$ cat config.mk
export PLATFORM = sky130hd
export DESIGN_NAME = fetch
export DESIGN_NICKNAME = d
export VERILOG_FILES = /design/src/rtl/fetch_pkg.sv /design/src/rtl/adder_16bit.sv /design/src/rtl/fetch_hold_buffer.sv /design/src/rtl/fetch.sv
export SDC_FILE = /design/constraint.sdc
export NUM_CORES = 1
export LEC_CHECK = 0
export BUFFER_PORTS_ARGS = -buffer_cell sky130_fd_sc_hd__clkbuf_2
export CORE_MARGIN = 2
export CORE_UTILIZATION = 59
export DETAILED_ROUTE_END_ITERATION = 7
export PLACE_DENSITY = 0.91
export SLEW_MARGIN = 15
export SYNTH_ARGS = -nofsm -noshare
export SYNTH_HDL_FRONTEND = slang
export SYNTH_SLANG_ARGS = --single-unit
$ cat constraint.sdc
create_clock -name clk -period 4.7 [get_ports clk]
set_clock_uncertainty 0.2 [all_clocks]
set_input_delay 0 -clock clk [delete_from_list [all_inputs] [get_ports clk]]
set_output_delay 0 -clock clk [all_outputs]
set_load 0.02 [all_outputs]
$ cat src/rtl/fetch_pkg.sv
// -----------------------------------------------------------------------------
// fetch_pkg
// Shared definitions for the instruction-fetch stage:
//   - 2-bit FSM state encodings (FETCH, DRAIN, HALTED)
//   - F/D pipeline register width and field offsets
//   - default bubble instruction (ADD r0,r0,r0)
//   - make_fd(): packs {valid, pc_plus_2, instruction} into an F/D word
// -----------------------------------------------------------------------------
package fetch_pkg;

   localparam logic [1:0] ST_FETCH  = 2'd0;
   localparam logic [1:0] ST_DRAIN  = 2'd1;
   localparam logic [1:0] ST_HALTED = 2'd2;

   localparam int FD_WIDTH    = 33;
   localparam int FD_VALID    = 32;
   localparam int FD_PC2_HI   = 31;
   localparam int FD_PC2_LO   = 16;
   localparam int FD_INSTR_HI = 15;
   localparam int FD_INSTR_LO = 0;

   localparam logic [15:0] DEFAULT_NOP = 16'h0000;

   function automatic logic [FD_WIDTH-1:0] make_fd(input logic        valid,
                                                    input logic [15:0] pc2,
                                                    input logic [15:0] instr);
      logic [FD_WIDTH-1:0] w;
      w                           = '0;
      w[FD_VALID]                 = valid;
      w[FD_PC2_HI:FD_PC2_LO]      = pc2;
      w[FD_INSTR_HI:FD_INSTR_LO]  = instr;
      return w;
   endfunction

endpackage

$ cat src/rtl/adder_16bit.sv
// -----------------------------------------------------------------------------
// adder_16bit
// 16-bit adder/subtractor, result modulo 2^16.
//   a, b : operands
//   sub  : 0 -> a + b, 1 -> a - b (two's complement)
//   sum  : result
// -----------------------------------------------------------------------------
module adder_16bit (
   input  logic [15:0] a,
   input  logic [15:0] b,
   input  logic        sub,
   output logic [15:0] sum
);

   // Subtraction is a + ~b + 1; the carry-in is the sub bit itself.
   assign sum = a + (b ^ {16{sub}}) + {15'd0, sub};

endmodule

$ cat src/rtl/fetch_hold_buffer.sv
// -----------------------------------------------------------------------------
// fetch_hold_buffer
// One-entry holding register for an instruction returned by memory while
// decode is stalled.
//   clk, rst          : clock, async active-high reset
//   load              : capture pc2_in/instr_in and set valid
//   clear             : drop the entry (valid <= 0)
//   pc2_in, instr_in  : entry to capture
//   valid, pc2, instr : held entry
// -----------------------------------------------------------------------------
module fetch_hold_buffer (
   input  logic        clk,
   input  logic        rst,
   input  logic        load,
   input  logic        clear,
   input  logic [15:0] pc2_in,
   input  logic [15:0] instr_in,
   output logic        valid,
   output logic [15:0] pc2,
   output logic [15:0] instr
);

   always_ff @(posedge clk or posedge rst) begin
      if (rst) begin
         valid <= 1'b0;
         pc2   <= 16'h0000;
         instr <= 16'h0000;
      end else if (load) begin
         valid <= 1'b1;
         pc2   <= pc2_in;
         instr <= instr_in;
      end else if (clear) begin
         valid <= 1'b0;
      end
   end

endmodule

$ cat src/rtl/fetch.sv
// -----------------------------------------------------------------------------
// fetch
// Instruction-fetch stage of the 16-bit 5-stage pipeline. Owns the PC, drives
// the instruction-memory port and produces the F/D register for decode.
//   clk, rst       : clock, async active-high reset
//   stall          : decode/hazard stall, hold F/D
//   flush          : taken branch, redirect to branch_target
//   branch_target  : redirect address
//   halt           : HLT is in decode
//   imem_req       : memory request
//   imem_addr      : fetch address
//   imem_rdata     : returned instruction
//   imem_ready     : request completes this cycle
//   fd_out         : {valid, pc_plus_2, instruction}
//   fetch_pc       : current PC (trace)
//   halted         : HALTED state reached
//
// Memory handshake: a transfer completes on any rising edge where
// imem_req=1 and imem_ready=1 (ready may rise in the request cycle). While
// imem_req=1 and imem_ready=0, imem_addr is held stable. A request once issued
// cannot be withdrawn, so a redirect or halt that arrives while it is pending
// goes through DRAIN to absorb and discard the response.
// -----------------------------------------------------------------------------
module fetch
   import fetch_pkg::*;
#(
   parameter logic [15:0] RESET_PC  = 16'h0000,
   parameter logic [15:0] NOP_INSTR = DEFAULT_NOP
) (
   input  logic                clk,
   input  logic                rst,
   input  logic                stall,
   input  logic                flush,
   input  logic [15:0]         branch_target,
   input  logic                halt,
   output logic                imem_req,
   output logic [15:0]         imem_addr,
   input  logic [15:0]         imem_rdata,
   input  logic                imem_ready,
   output logic [FD_WIDTH-1:0] fd_out,
   output logic [15:0]         fetch_pc,
   output logic                halted
);

   logic [1:0]          state_q, state_d;
   logic [15:0]         pc_q, pc_d;
   logic [15:0]         req_addr_q, req_addr_d;
   logic                halt_pend_q, halt_pend_d;
   logic [FD_WIDTH-1:0] fd_q, fd_d;
   logic [15:0]         pc_plus_2;
   logic                buf_load, buf_clear, buf_valid;
   logic [15:0]         buf_pc2, buf_instr;
   logic [FD_WIDTH-1:0] bubble;

   assign bubble = make_fd(1'b0, 16'h0000, NOP_INSTR);

   adder_16bit u_pc_adder (
      .a   (pc_q),
      .b   (16'h0002),
      .sub (1'b0),
      .sum (pc_plus_2)
   );

   fetch_hold_buffer u_hold (
      .clk      (clk),
      .rst      (rst),
      .load     (buf_load),
      .clear    (buf_clear),
      .pc2_in   (pc_plus_2),
      .instr_in (imem_rdata),
      .valid    (buf_valid),
      .pc2      (buf_pc2),
      .instr    (buf_instr)
   );

   // A buffered instruction means no new request until decode takes it.
   assign imem_req  = ((state_q == ST_FETCH) && !buf_valid) || (state_q == ST_DRAIN);
   assign imem_addr = (state_q == ST_DRAIN) ? req_addr_q : pc_q;
   assign fd_out    = fd_q;
   assign fetch_pc  = pc_q;
   assign halted    = (state_q == ST_HALTED);

   always_comb begin
      state_d     = state_q;
      pc_d        = pc_q;
      req_addr_d  = req_addr_q;
      halt_pend_d = halt_pend_q;
      fd_d        = fd_q;
      buf_load    = 1'b0;
      buf_clear   = 1'b0;

      case (state_q)
         ST_FETCH: begin
            // Track the address in flight so DRAIN can keep presenting it
            // after pc_q has been redirected.
            req_addr_d = pc_q;
            if (buf_valid) begin
               if (flush) begin
                  buf_clear = 1'b1;
                  pc_d      = branch_target;
                  fd_d      = bubble;
               end else if (stall) begin
                  fd_d = fd_q;
               end else if (halt) begin
                  buf_clear = 1'b1;
                  fd_d      = bubble;
                  state_d   = ST_HALTED;
               end else begin
                  buf_clear = 1'b1;
                  fd_d      = make_fd(1'b1, buf_pc2, buf_instr);
               end
            end else if (imem_ready) begin
               if (flush) begin
                  pc_d = branch_target;
                  fd_d = bubble;
               end else if (stall) begin
                  buf_load = 1'b1;
                  pc_d     = pc_plus_2;
               end else if (halt) begin
                  fd_d    = bubble;
                  state_d = ST_HALTED;
               end else begin
                  fd_d = make_fd(1'b1, pc_plus_2, imem_rdata);
                  pc_d = pc_plus_2;
               end
            end else begin
               if (flush) begin
                  pc_d        = branch_target;
                  fd_d        = bubble;
                  halt_pend_d = 1'b0;
                  state_d     = ST_DRAIN;
               end else if (stall) begin
                  fd_d = fd_q;
               end else if (halt) begin
                  fd_d        = bubble;
                  halt_pend_d = 1'b1;
                  state_d     = ST_DRAIN;
               end else begin
                  fd_d = bubble;
               end
            end
         end

         ST_DRAIN: begin
            if (flush) begin
               pc_d = branch_target;
            end
            if (!(stall && !flush)) begin
               fd_d = bubble;
            end
            if (imem_ready) begin
               state_d     = halt_pend_q ? ST_HALTED : ST_FETCH;
               halt_pend_d = 1'b0;
            end
         end

         ST_HALTED: begin
            fd_d = bubble;
         end

         default: begin
            state_d = ST_FETCH;
            fd_d    = bubble;
         end
      endcase
   end

   always_ff @(posedge clk or posedge rst) begin
      if (rst) begin
         state_q     <= ST_FETCH;
         pc_q        <= RESET_PC;
         req_addr_q  <= RESET_PC;
         halt_pend_q <= 1'b0;
         fd_q        <= make_fd(1'b0, 16'h0000, NOP_INSTR);
      end else begin
         state_q     <= state_d;
         pc_q        <= pc_d;
         req_addr_q  <= req_addr_d;
         halt_pend_q <= halt_pend_d;
         fd_q        <= fd_d;
      end
   end

endmodule

==> flow_summary.json, run 1 <==
{
  "post_synthesis_sequential_element_count": 101,
  "syn_avg_cell_area_um2": 9.81,
  "cts-resized-gates": 0,
  "layout.filler_cells": 549,
  "fin_crit_ps": 2960,
  "power_frac_clock_pct": 14.7,
  "synth_async_sr_flop_share_pct": 100,
  "max_cap_check_violation_count": 0,
  "worstPathRequired_ps": 4760,
  "initial_core_util_pct": 61.6,
  "cell_area_after_synthesis_mm2": 0.00511,
  "first_global_vias": 4371,
  "detailed_place.area_mm2": 0.00559,
  "post_drt_via_cell_ratio": 5.94,
  "synth_cell_type_count": 54,
  "via_count": 4424,
  "post-synth-top-area-cell": "dfrtp_1",
  "io_buffers": 104,
  "root_buffer": "clkbuf_8",
  "synth-edff-count": 0,
  "clock_sink_count": 101,
  "die_width_um": 97.1,
  "cts_buffer_depth": 2,
  "area_growth_pct": 20.5,
  "antenna_violations_before_repair": 0,
  "postSynthCellCount": 521,
  "clk-insertion-delay-late_ps": 380,
  "cts_inserted_buffers": 9,
  "share_of_total_power_in_combinational_logic_pct": 44.5,
  "timing_worst_setup_path_type": "reg -> reg",
  "globalplace.congestion": 0.919,
  "detailedRoute.firstPassIterationCount": 5,
  "post-route-util_pct": 74.2,
  "boundaryPins": 105,
  "routed_wl_mm": 13.1,
  "dr.first_iter.drc_count": 351,
  "syn-num-nets": 560,
  "worstPathMaxFanout": 41,
  "path_clk_slew_ps": 110,
  "setup_viol": 0,
  "synth_largest_type_area_fraction_pct": 49.4,
  "wl_per_cell_um": 17.6,
  "worstHoldPathType": "in -> async",
  "power.switching_mw": 1.70,
  "die_area_mm2": 0.00942,
  "tightest_slew_ps": 1060,
  "outcome": "complete, no violations",
  "count_of_pins_over_their_slew_limit": 0,
  "power.leakage_nw": 2.98,
  "unrepaired_setup_endpoints_after_global_routing": "false",
  "maximum_number_of_pins_on_one_net_before_global_route_repair": 63,
  "placement_rows": 33,
  "antennaDiodeCount": 0,
  "ys_seq_area_share_pct": 49.4,
  "power_report.internal_total_mw": 2.09,
  "hold_slack_ps": 2.00,
  "fin_area_mm2": 0.00616,
  "track_usage_pct": 28.5,
  "layout-drive-gt1-share_pct": 27.2,
  "p_sw_share_pct": 44.9,
  "start_kind": "flip-flop",
  "finalCritPeriodShare_pct": 63.0,
  "peak_freq_mhz": 338,
  "drc": 0,
  "timing.critical_path.arrival_ps": 3020,
  "timing.reg2reg.setup_slack_ps": 1740,
  "num-nets-final": 674,
  "die_height_um": 97.1,
  "final.setup.tns_ps": 0,
  "power_frac_seq_pct": 40.9,
  "first_pass_grt_wire_length_mm": 21.9,
  "overall_power_mw": 3.79,
  "design.core.area_mm2": 0.00830,
  "irDropWorstVdd_v": 0.000422,
  "pwr_density_cell_mw_per_mm2": 615,
  "timing.critical_path.to_type": "flip-flop",
  "ctsHtreeMaxLevel": 3,
  "ys_warnings": 0,
  "detailedPlacementHpwl_mm": 8.54,
  "yosys-top-cells-area": "dfrtp_1 (49%), mux2_4 (6.5%), nor2_1 (4.8%)",
  "timing.slew.headroom_pct": 29.1,
  "cts_tree": "yes",
  "detail-route-antenna-nets": 0,
  "finalHoldViolCount": 0,
  "ys_dominant_reg_cell": "dfrtp_1",
  "grt-ovfl-total": 0
}
per-layer routing:
| metal | vias to the layer above | track usage [%] | wire (µm) |
|---|---|---|---|
| li1 | 2072 | - | - |
| met1 | 2114 | 40.3 | 5650 |
| met2 | 208 | 44.3 | 6190 |
| met3 | 30 | 4.75 | 906 |
| met4 | 0 | 11.4 | 322 |
| met5 | - | 0 | 0 |
cells in the final DEF (no fill, tap or decap), drive strengths merged, types with 4 or more instances in the layout:
cell           n
or2            7
dfrtp        101
mux2          30
nand2b         6
dlygate4sd3   37
xnor2          7
a211oi         5
a31oi          5
mux2i          4
inv           19
buf            5
a21oi         26
nor3          21
o21a           5
nor4           7
o21ai         40
a221oi        23
nor2          66
nand3          6
nand2         58
clkbuf       113
metrics by stage:
step,instances,setup slack (ps)
global route,745,1600
global placement,692,1850
floorplan,521,1850
CTS,745,1780
detailed placement,692,1780
finish,745,1740
path summary, 6_finish.rpt:
path	start	to	depth (start not counted)
max	state_q[1]	u_hold.instr[4]	3
min	rst	req_addr_q[9]	3
min in group clk	flush	fetch_pc[10]	4
max reg2reg	state_q[1]	u_hold.instr[4]	3
max in group asynchronous	rst	fd_out[18]	4
min reg2reg	req_addr_q[11]	req_addr_q[11]	2
area by class of cell:
| type | instances | area, µm² | area share, % |
|---|---|---|---|
| clock buffer | 9 | 124 | 2.01 |
| clock inverter | 7 | 73.8 | 1.20 |
| inverter | 15 | 58.8 | 0.955 |
| multi-input combinational | 362 | 2320 | 37.6 |
| sequential | 101 | 2530 | 41.0 |
| tap | 105 | 131 | 2.13 |
| timing repair buffer | 146 | 928 | 15.1 |
synth_stat cells (8+ instances only):
master    instances
dfrtp_1         101
nor3_1           20
a221oi_1         23
nor2_1           65
mux2_4           22
o21ai_0          37
clkbuf_1         24
inv_1            15
nand2_1          58
buf_2            11
a21oi_1          26
mux2_2            8
state kept, by name (all words and copies together) (netlist names):
register	cells
halt_pend_q	1
u_hold.valid	1
fetch_pc	16
req_addr_q	16
fd_out	33
state_q	2
u_hold.instr	16
u_hold.pc2	16
logic make-up (layout without fill, tap and decap cells):
logic type                 count (synthesis)  after routing  synth area share (%)
xor gates and xnor gates                   9              9                  1.54
and+or+nand+nor                          194            194                  18.5
adders and majority gates                  1              1                 0.245
AOI/OAI and AO/OA                        124            124                  15.8
DFF                                      101            101                  49.4
muxes                                     34             34                  9.01
buffers and inverters                     58            177                  5.41
power by group through the flow:
stage	registers [mW]	clock network, mW	logic, mW
floorplan	1.58	0	1.11
finish	1.55	0.556	1.69
global placement	1.53	0	1.58
detailed placement	1.55	0	1.64
CTS	1.54	0.559	1.68
global route	1.59	0.592	1.84
worst max-delay path, stage by stage, from the launching register on:
cell and delay (ps):
dfrtp_1 580, or4b_1 830, or2_2 780, mux2_4 440
timing repair:
action                    in CTS  in global routing
setup buffers                  0                  0
hold endpoints to repair      92                  0
hold buffers                  37                  0
No activity file was read; power rests on OpenSTA's default activity.
==> run 2, diff against run 1 <==
Settings changed: CORE_UTILIZATION 59 to 55, PLACE_DENSITY 0.91 to 0.86.
Clock period 4.7 ns to 2.75 ns, I/O delays scaled along.
==> run 2 against run 1 <==
Cell area grew 1.7%. Die area increased by 7.0%. Critical path depth up 2. Worst hold slack better by 130 ps. Routed wire length shrank 0.71%. Maximum frequency rose by 20%. Non-clock buffer count increased by 9. Clock power grew 79%. Critical path type unchanged. Largest cell class unchanged.
==> flow_summary.json, run 2 (synthesized netlist as in run 1, its figures left out) <==
{
  "globalplace.congestion": 0.872,
  "maximum_number_of_pins_on_one_net_before_global_route_repair": 102,
  "max_cap_check_violation_count": 0,
  "cts_inserted_buffers": 9,
  "die_area_mm2": 0.0101,
  "numPlacedInstances": 706,
  "initial_core_util_pct": 56.1,
  "layout-drive-gt1-share_pct": 28.0,
  "area_growth_pct": 22.6,
  "io_buffers": 104,
  "start_kind": "flip-flop",
  "instances_no_fill": 760,
  "worstPathRequired_ps": 2810,
  "wl_per_cell_um": 17.1,
  "critPathMaxStageDelay_ps": 640,
  "drc": 0,
  "post_drt_via_cell_ratio": 5.80,
  "irDropWorstVdd_v": 0.000775,
  "detail-route-antenna-nets": 0,
  "cp_top_delay_family": "simple AND/OR/NAND/NOR gates",
  "timing.critical_path.arrival_ps": 2520,
  "detailedPlacementHpwl_mm": 8.61,
  "antenna_violations_before_repair": 0,
  "count_of_pins_over_their_slew_limit": 0,
  "routed_wl_mm": 13.0,
  "first_global_vias": 4307,
  "root_buffer": "clkbuf_8",
  "fin_crit_ps": 2460,
  "crit_chain": "or4b_1 -> or2_2 -> buf_4 -> nand2_1 -> o21ai_0",
  "finalCritPeriodShare_pct": 89.6,
  "clk-insertion-delay-late_ps": 380,
  "die_width_um": 100,
  "final.setup.tns_ps": 0,
  "unrepaired_setup_endpoints_after_global_routing": "false",
  "detailedRoute.firstPassIterationCount": 5,
  "outcome": "complete, no violations",
  "timing_worst_setup_path_type": "reg -> reg",
  "worstHoldPathType": "in -> async",
  "placement_rows": 35,
  "cp_slowest_cell": "or2_2",
  "track_usage_pct": 26.9,
  "power.leakage_nw": 3.03,
  "number_of_buffers_and_inverters_on_the_critical_path": 1,
  "detailed_place.area_mm2": 0.00567,
  "setup_viol": 0,
  "finalHoldViolCount": 0,
  "num-nets-final": 683,
  "worstPathMaxFanout": 32,
  "fin_area_mm2": 0.00627,
  "overall_power_mw": 6.55,
  "tightest_slew_ps": 915,
  "path_clk_slew_ps": 120,
  "dr.first_iter.drc_count": 241,
  "clock_sink_count": 101,
  "cts_tree": "yes",
  "peak_freq_mhz": 406,
  "largest_register_ffs": 33,
  "antennaDiodeCount": 0,
  "first_pass_grt_wire_length_mm": 21.4,
  "pwr_density_cell_mw_per_mm2": 1040,
  "via_count": 4407,
  "cts_buffer_depth": 2,
  "timing.slew.headroom_pct": 39.0,
  "layout.filler_cells": 701,
  "r2r_start": "u_hold.valid",
  "timing.critical_path.to_type": "flip-flop",
  "grt-ovfl-total": 0,
  "timing.reg2reg.setup_slack_ps": 290,
  "hold_slack_ps": 128,
  "post-route-util_pct": 68.8,
  "r2r-end": "u_hold.pc2[15]",
  "boundaryPins": 105,
  "layout_common_cells": "clkbuf_2 (104), dfrtp_1 (101), nor2_1 (65)",
  "dp_worst_setup_slack_ps": 311,
  "final.setup.worst_slack_ps": 287,
  "die_height_um": 100,
  "layout.cells.most_common": "clkbuf_2",
  "design.core.area_mm2": 0.00911,
  "rr_worst_depth": 5,
  "ctsHtreeMaxLevel": 3
}
==> run 2: changes by cell type in the layout (fill, tap and decap cells not counted), sizes merged <==
cell         change
buf              +8
clkinvlp         +1
dlygate4sd3      +1
inv              -1
==> run 2: cell type report <==
class	instances	area (µm²)	share of cell area [%]
repair buffers	155	1010	16.1
flip-flops and latches	101	2530	40.3
well taps	111	139	2.22
multi-input cells	362	2320	37.0
clock inverters	7	88.8	1.42
inverters	15	60.1	0.958
clock buffers	9	124	1.98
==> run 2: timing repair <==
action,CTS,global route
resized for setup,0,0
hold buffers,38,0
endpoints found under the hold margin,154,0
setup buffers,0,0
==> run 2: how the worst max path moves through the flow <==
stage / end / cells after the start / startpoint / slack (ps)
2_1_floorplan: fd_out[29] / 6 / fetch_pc[1] / 610
3_3_place_gp: u_hold.pc2[12] / 5 / u_hold.valid / 390
3_5_place_dp: u_hold.pc2[15] / 5 / u_hold.valid / 310
4_1_cts: u_hold.pc2[15] / 5 / u_hold.valid / 290
5_1_grt: fetch_pc[13] / 6 / fetch_pc[1] / 110
6_report: u_hold.pc2[15] / 5 / u_hold.valid / 290
==> run 2: layer usage <==
metal	part of all wire (%)	up-vias	global-route usage (%)
met3	6.5	25	3.55
li1	-	2092	-
met4	2.4	0	11.3
met1	42	2100	36.3
met2	49	190	44.0
met5	0	-	0
==> run 2: report_power, final <==
group          total (mW)  switching [mW]  internal [mW]  leakage (nW)
Sequential           2.61           0.531           2.08          1.26
Combinational        2.94            1.77           1.18          1.67
Clock               0.998           0.624          0.374         0.107
Total                6.55            2.92           3.63          3.03
==> run 2: worst reg2reg max path, stage by stage, from the launching register on <==
cell	delay, ps
dfrtp_1	490
or4b_1	560
or2_2	640
buf_4	310
nand2_1	60
o21ai_0	80
